===== src/rtl/hazard_stall_ctrl.sv =====
// rtl/hazard_stall_ctrl.sv - RAW hazard detection, load-use stall FSM and memory freeze control
// Optional macro HAZARD_PERF_CNT_EN adds saturating stall/freeze cycle counters.
module hazard_stall_ctrl #(
    parameter int REG_ADDR_W = 4,
    parameter int NUM_SRC    = 3,
    parameter int LOAD_LAT   = 1
) (
    input  logic                          clk,
    input  logic                          rst,
    input  logic                          forwarding_mode,
    input  logic [NUM_SRC*REG_ADDR_W-1:0] src_addr,
    input  logic [NUM_SRC-1:0]            src_used,
    input  logic [REG_ADDR_W-1:0]         exe_dest,
    input  logic                          exe_wb_en,
    input  logic                          exe_mem_read,
    input  logic [REG_ADDR_W-1:0]         mem_dest,
    input  logic                          mem_wb_en,
    input  logic                          mem_req,
    input  logic                          mem_ready,
    output logic                          hazard_detected,
    output logic                          id_ex_bubble,
    output logic                          freeze,
    output logic [1:0]                    stall_state
`ifdef HAZARD_PERF_CNT_EN
    ,
    output logic [15:0]                   stall_cycles,
    output logic [15:0]                   freeze_cycles
`endif
);

    typedef enum logic [1:0] {
        IDLE       = 2'd0,
        LOAD_STALL = 2'd1,
        MEM_WAIT   = 2'd2
    } state_t;

    localparam logic [3:0] LOAD_INIT   = 4'(LOAD_LAT - 1);
    localparam bit         MULTI_CYCLE = (LOAD_LAT > 1);

    state_t     state, state_next;
    logic [3:0] cnt, cnt_next;
    logic       exe_any, mem_any, raw_hazard, mem_stall;
    logic       haz_int, freeze_int;

    always_comb begin
        exe_any = 1'b0;
        mem_any = 1'b0;
        for (int i = 0; i < NUM_SRC; i++) begin
            if (src_used[i] && exe_wb_en && (src_addr[i*REG_ADDR_W +: REG_ADDR_W] == exe_dest))
                exe_any = 1'b1;
            if (src_used[i] && mem_wb_en && (src_addr[i*REG_ADDR_W +: REG_ADDR_W] == mem_dest))
                mem_any = 1'b1;
        end
    end

    // With forwarding only a load in EXE cannot be bypassed in time.
    assign raw_hazard = forwarding_mode ? (exe_mem_read & exe_any) : (exe_any | mem_any);
    assign mem_stall  = mem_req & ~mem_ready;

    always_comb begin
        haz_int    = 1'b0;
        freeze_int = 1'b0;
        state_next = state;
        cnt_next   = cnt;
        case (state)
            IDLE: begin
                if (mem_stall) begin
                    freeze_int = 1'b1;
                    state_next = MEM_WAIT;
                end else begin
                    haz_int = raw_hazard;
                    if (forwarding_mode && raw_hazard && MULTI_CYCLE) begin
                        cnt_next   = LOAD_INIT;
                        state_next = LOAD_STALL;
                    end
                end
            end
            LOAD_STALL: begin
                haz_int = 1'b1;
                if (mem_stall) begin
                    freeze_int = 1'b1;
                end else if (cnt == 4'd1) begin
                    cnt_next   = 4'd0;
                    state_next = IDLE;
                end else begin
                    cnt_next = cnt - 4'd1;
                end
            end
            MEM_WAIT: begin
                if (mem_stall) freeze_int = 1'b1;
                else           state_next = IDLE;
            end
            default: begin
                state_next = IDLE;
                cnt_next   = 4'd0;
            end
        endcase
    end

    always_ff @(posedge clk or posedge rst) begin
        if (rst) begin
            state <= IDLE;
            cnt   <= 4'd0;
        end else begin
            state <= state_next;
            cnt   <= cnt_next;
        end
    end

    assign hazard_detected = haz_int & ~rst;
    assign id_ex_bubble    = haz_int & ~rst;
    assign freeze          = freeze_int & ~rst;
    assign stall_state     = state;

`ifdef HAZARD_PERF_CNT_EN
    always_ff @(posedge clk or posedge rst) begin
        if (rst) begin
            stall_cycles  <= 16'd0;
            freeze_cycles <= 16'd0;
        end else begin
            if (hazard_detected && (stall_cycles != 16'hFFFF))
                stall_cycles <= stall_cycles + 16'd1;
            if (freeze && (freeze_cycles != 16'hFFFF))
                freeze_cycles <= freeze_cycles + 16'd1;
        end
    end
`endif

endmodule


===== config.mk =====
export PLATFORM = sky130hd
export DESIGN_NAME = hazard_stall_ctrl
export DESIGN_NICKNAME = d
export VERILOG_FILES = /design/src/rtl/hazard_stall_ctrl.sv
export SDC_FILE = /design/constraint.sdc
export NUM_CORES = 1
export LEC_CHECK = 0
export BUFFER_PORTS_ARGS = -buffer_cell sky130_fd_sc_hd__buf_2
export CAP_MARGIN = 20
export CORE_AREA = 2 2 39 41
export CTS_CLUSTER_DIAMETER = 40
export DETAILED_ROUTE_END_ITERATION = 10
export DIE_AREA = 0 0 41 43
export MAX_ROUTING_LAYER = met4
export PLACE_DENSITY = 0.71
export SYNTH_ARGS = -nofsm -noshare
export SYNTH_HDL_FRONTEND = slang
export SYNTH_SLANG_ARGS = --single-unit

===== constraint.sdc =====
create_clock -name clk -period 1.01 [get_ports clk]
set_clock_uncertainty 0.05 [all_clocks]
set_input_delay 0.0505 -clock clk [delete_from_list [all_inputs] [get_ports clk]]
set_output_delay 0.0505 -clock clk [all_outputs]
set_load 0.1 [all_outputs]

==> results.md <==
- Crit path largest cell delay: 0.21 ns
- Max_cap viols: 0
- Register area share after synthesis: 6.47%
- Logic pwr share: 88.6%
- Metal3 WL: 88 um
- Worst Hold Launch: mem_ready
- PwrDens: 488 mW/mm^2
- Number of global-route vias before repair: 525
- Met2 wire len: 666 um
- Violated checks: setup timing
- Final ANT Viol Nets: 0
- # setup viols final: 2
- # port buffers: 34
- Fin Setup TNS: -0.500 ns
- CORE AREA: 0.00138 sq mm
- Hold Path Class: primary input to flip-flop
- Largest net degree at the start of global routing: 5
- CP delay by family, top: compound AO/OA/AOI/OAI gates
- Setup ws final: -0.250 ns
- Sw frac: 43.8%
- Total number of vias: 557
- Top Metal Used: met3
- DRT met1 WL: 510 um
- RSZ-0062 raised after global routing: true
- Hold endpoint: stall_state[1]
- Power share of the clock group: 0%
- Die height: 43 um
- DRC errors left: 0
- Net Count, Synth: 83
- Tmin final: 1.26 ns
- Worst EP arrival: 1.16 ns
- Hold_ws: 0.327 ns
- Post-Syn Area: 387 sq um
- Gpl congestion: 0.779
- Final hold violation count: 0
- Number of DRC violations after detailed-routing iteration 0: 12
- Max reg flops: 1
- Wire per inst: 10.9 um
- Synth top area share: 27.2%
- #FFs+latches synth: 1
- Nets: 133
- Status: complete, but fails checks
- DP Area: 758 sq um
- Worst path slowest cell: a31oi_1
- Period utilization: 125%
- Peak supply drop: 0.000313 V
- Worst setup EP type: output port
- WP buf/inv: 2
- Final instance area: 832 sq um
- Antenna violations before repair: 0
- Grt ovf: 0
- Initial core utilization: 27.9%
- Hold Path Depth: 3
- Total routing usage reported by global routing: 16.3%
- Synth area leaders: xor2_1 (27%), xnor2_1 (14%), inv_1 (7.8%)
- F_max: 0.794 GHz
- Global-route wire length before repair: 2080 um
- Clock-pin slew on the worst setup and hold paths: 0 ns
- Ports: 36
- Row cnt: 14
- Sequential share of power: 11.4%
- Avg Inst Size Synth: 7.44 sq um
- Share of layout cells above drive strength 1: 59.0%
- Leakage: 0.420 nW
- Worst Path Required: 0.91 ns
- Final core occ: 60.1%
- Number of diodes: 0
- Hpwl dp: 1150 um
- CP Class: primary input to output port
- Cells after synthesis: 52
- Final Slew Violations: 0
- Routed vias/inst: 4.80
- Crit-path cells: buf_6 > xor2_1 > nor3_2 > nand4_1 > a31oi_1 > o21a_4 > buf_12
- P_int: 228 uW
- Crit start category: primary input
- Yosys cell types: 18
- Max FO, Critical Path: 2
- Synthesis-to-finish area growth: 115%
- Synth area leader: xor2_1
- Yosys Warn Count: 0
- Dpl ws: -0.308 ns
- WL final: 1270 um
- DIE AREA: 0.00176 sq mm
- Die X: 41 um
- DR pass1 iterations: 4
- Switching power: 178 uW
power groups by stage:
stage          registers [mW]  clock network [mW]  logic (mW)
3_5_place_dp           0.0464                   0       0.327
2_1_floorplan          0.0618                   0       0.146
3_3_place_gp           0.0463                   0       0.322
5_1_grt                0.0469                   0       0.386
4_1_cts                0.0464                   0       0.344
6_report               0.0463                   0       0.359
synth_stat cells:
| cell type | instances |
|---|---|
| xor2_1 | 12 |
| inv_1 | 8 |
| xnor2_1 | 6 |
| nand4_1 | 4 |
| nor3_1 | 4 |
| a222oi_1 | 2 |
| buf_4 | 2 |
| nand4b_1 | 2 |
| o211a_1 | 2 |
| o22ai_1 | 2 |
| a2111oi_0 | 1 |
| a31oi_1 | 1 |
| and2_1 | 1 |
| conb_1 | 1 |
| dfrtp_1 | 1 |
| nand3_1 | 1 |
| nor2b_1 | 1 |
| o21a_1 | 1 |
layer usage:
layer / vias up / track usage, %
li1: 282 / -
met1: 254 / 22.7
met2: 21 / 27.5
met3: 0 / 0
met4: 0 / 0
met5: - / -
area by class of cell:
type	instances	area (sq um)
Sequential cell	1	28.8
Timing Repair Buffer	50	394
Fill cell	131	552
Tap cell	16	20.0
Multi-Input combinational cell	41	359
Inverter	8	30.0
cells by family (layout without fill, tap and decap cells):
group                  count (synthesis)  in the layout  synth area share, %
XOR/XNOR                              18             18                 40.8
AND/OR/NAND/NOR                       13             13                 20.7
buffers and inverters                 10             58                 11.6
AO/OA/AOI/OAI                          9              9                 19.4
other                                  1              1                0.970
flip-flops                             1              1                 6.47
how the worst max path moves through the flow:
stage,startpoint,end,slack [ns],cells past startpoint
4_1_cts,mem_dest[3],id_ex_bubble,-0.30,7
6_report,src_addr[10],id_ex_bubble,-0.25,7
3_3_place_gp,src_addr[0],hazard_detected,-0.30,7
2_1_floorplan,stall_state[1],id_ex_bubble,-0.54,3
5_1_grt,src_addr[0],hazard_detected,-0.31,7
3_5_place_dp,mem_dest[0],id_ex_bubble,-0.31,7
timing repair:
| action | CTS | global route |
|---|---|---|
| hold buffers | 1 | 0 |
| pin swaps | 6 | 12 |
| endpoints found under the setup margin | 2 | 3 |
| setup buffers | 1 | 0 |
| resized for setup | 7 | 9 |
| endpoints found under the hold margin | 1 | 0 |
worst min-delay path, cell delays in order:
cell	delay [ns]
buf_2	0.08
nor2b_1	0.07
buf_4	0.14
per-stage QoR:
step / power, mW / cells
global placement: 0.368 / 114
CTS: 0.391 / 116
finish: 0.406 / 116
global route: 0.433 / 116
detailed placement: 0.374 / 114
floorplan: 0.208 / 52
placed cells by master, fill, tap and decap left out, drive strengths merged:
| master | count |
|---|---|
| conb | 1 |
| a31oi | 1 |
| inv | 8 |
| dfrtp | 1 |
| nand4b | 2 |
| xnor2 | 6 |
| nand3 | 1 |
| and2 | 1 |
| xor2 | 12 |
| o21a | 1 |
| nor3 | 4 |
| buf | 49 |
| nor2b | 1 |
| nand4 | 4 |
| a222oi | 2 |
| dlygate4sd3 | 1 |
| a2111oi | 1 |
| o211a | 2 |
| o22ai | 2 |
Power figures use the tool's default switching activity.
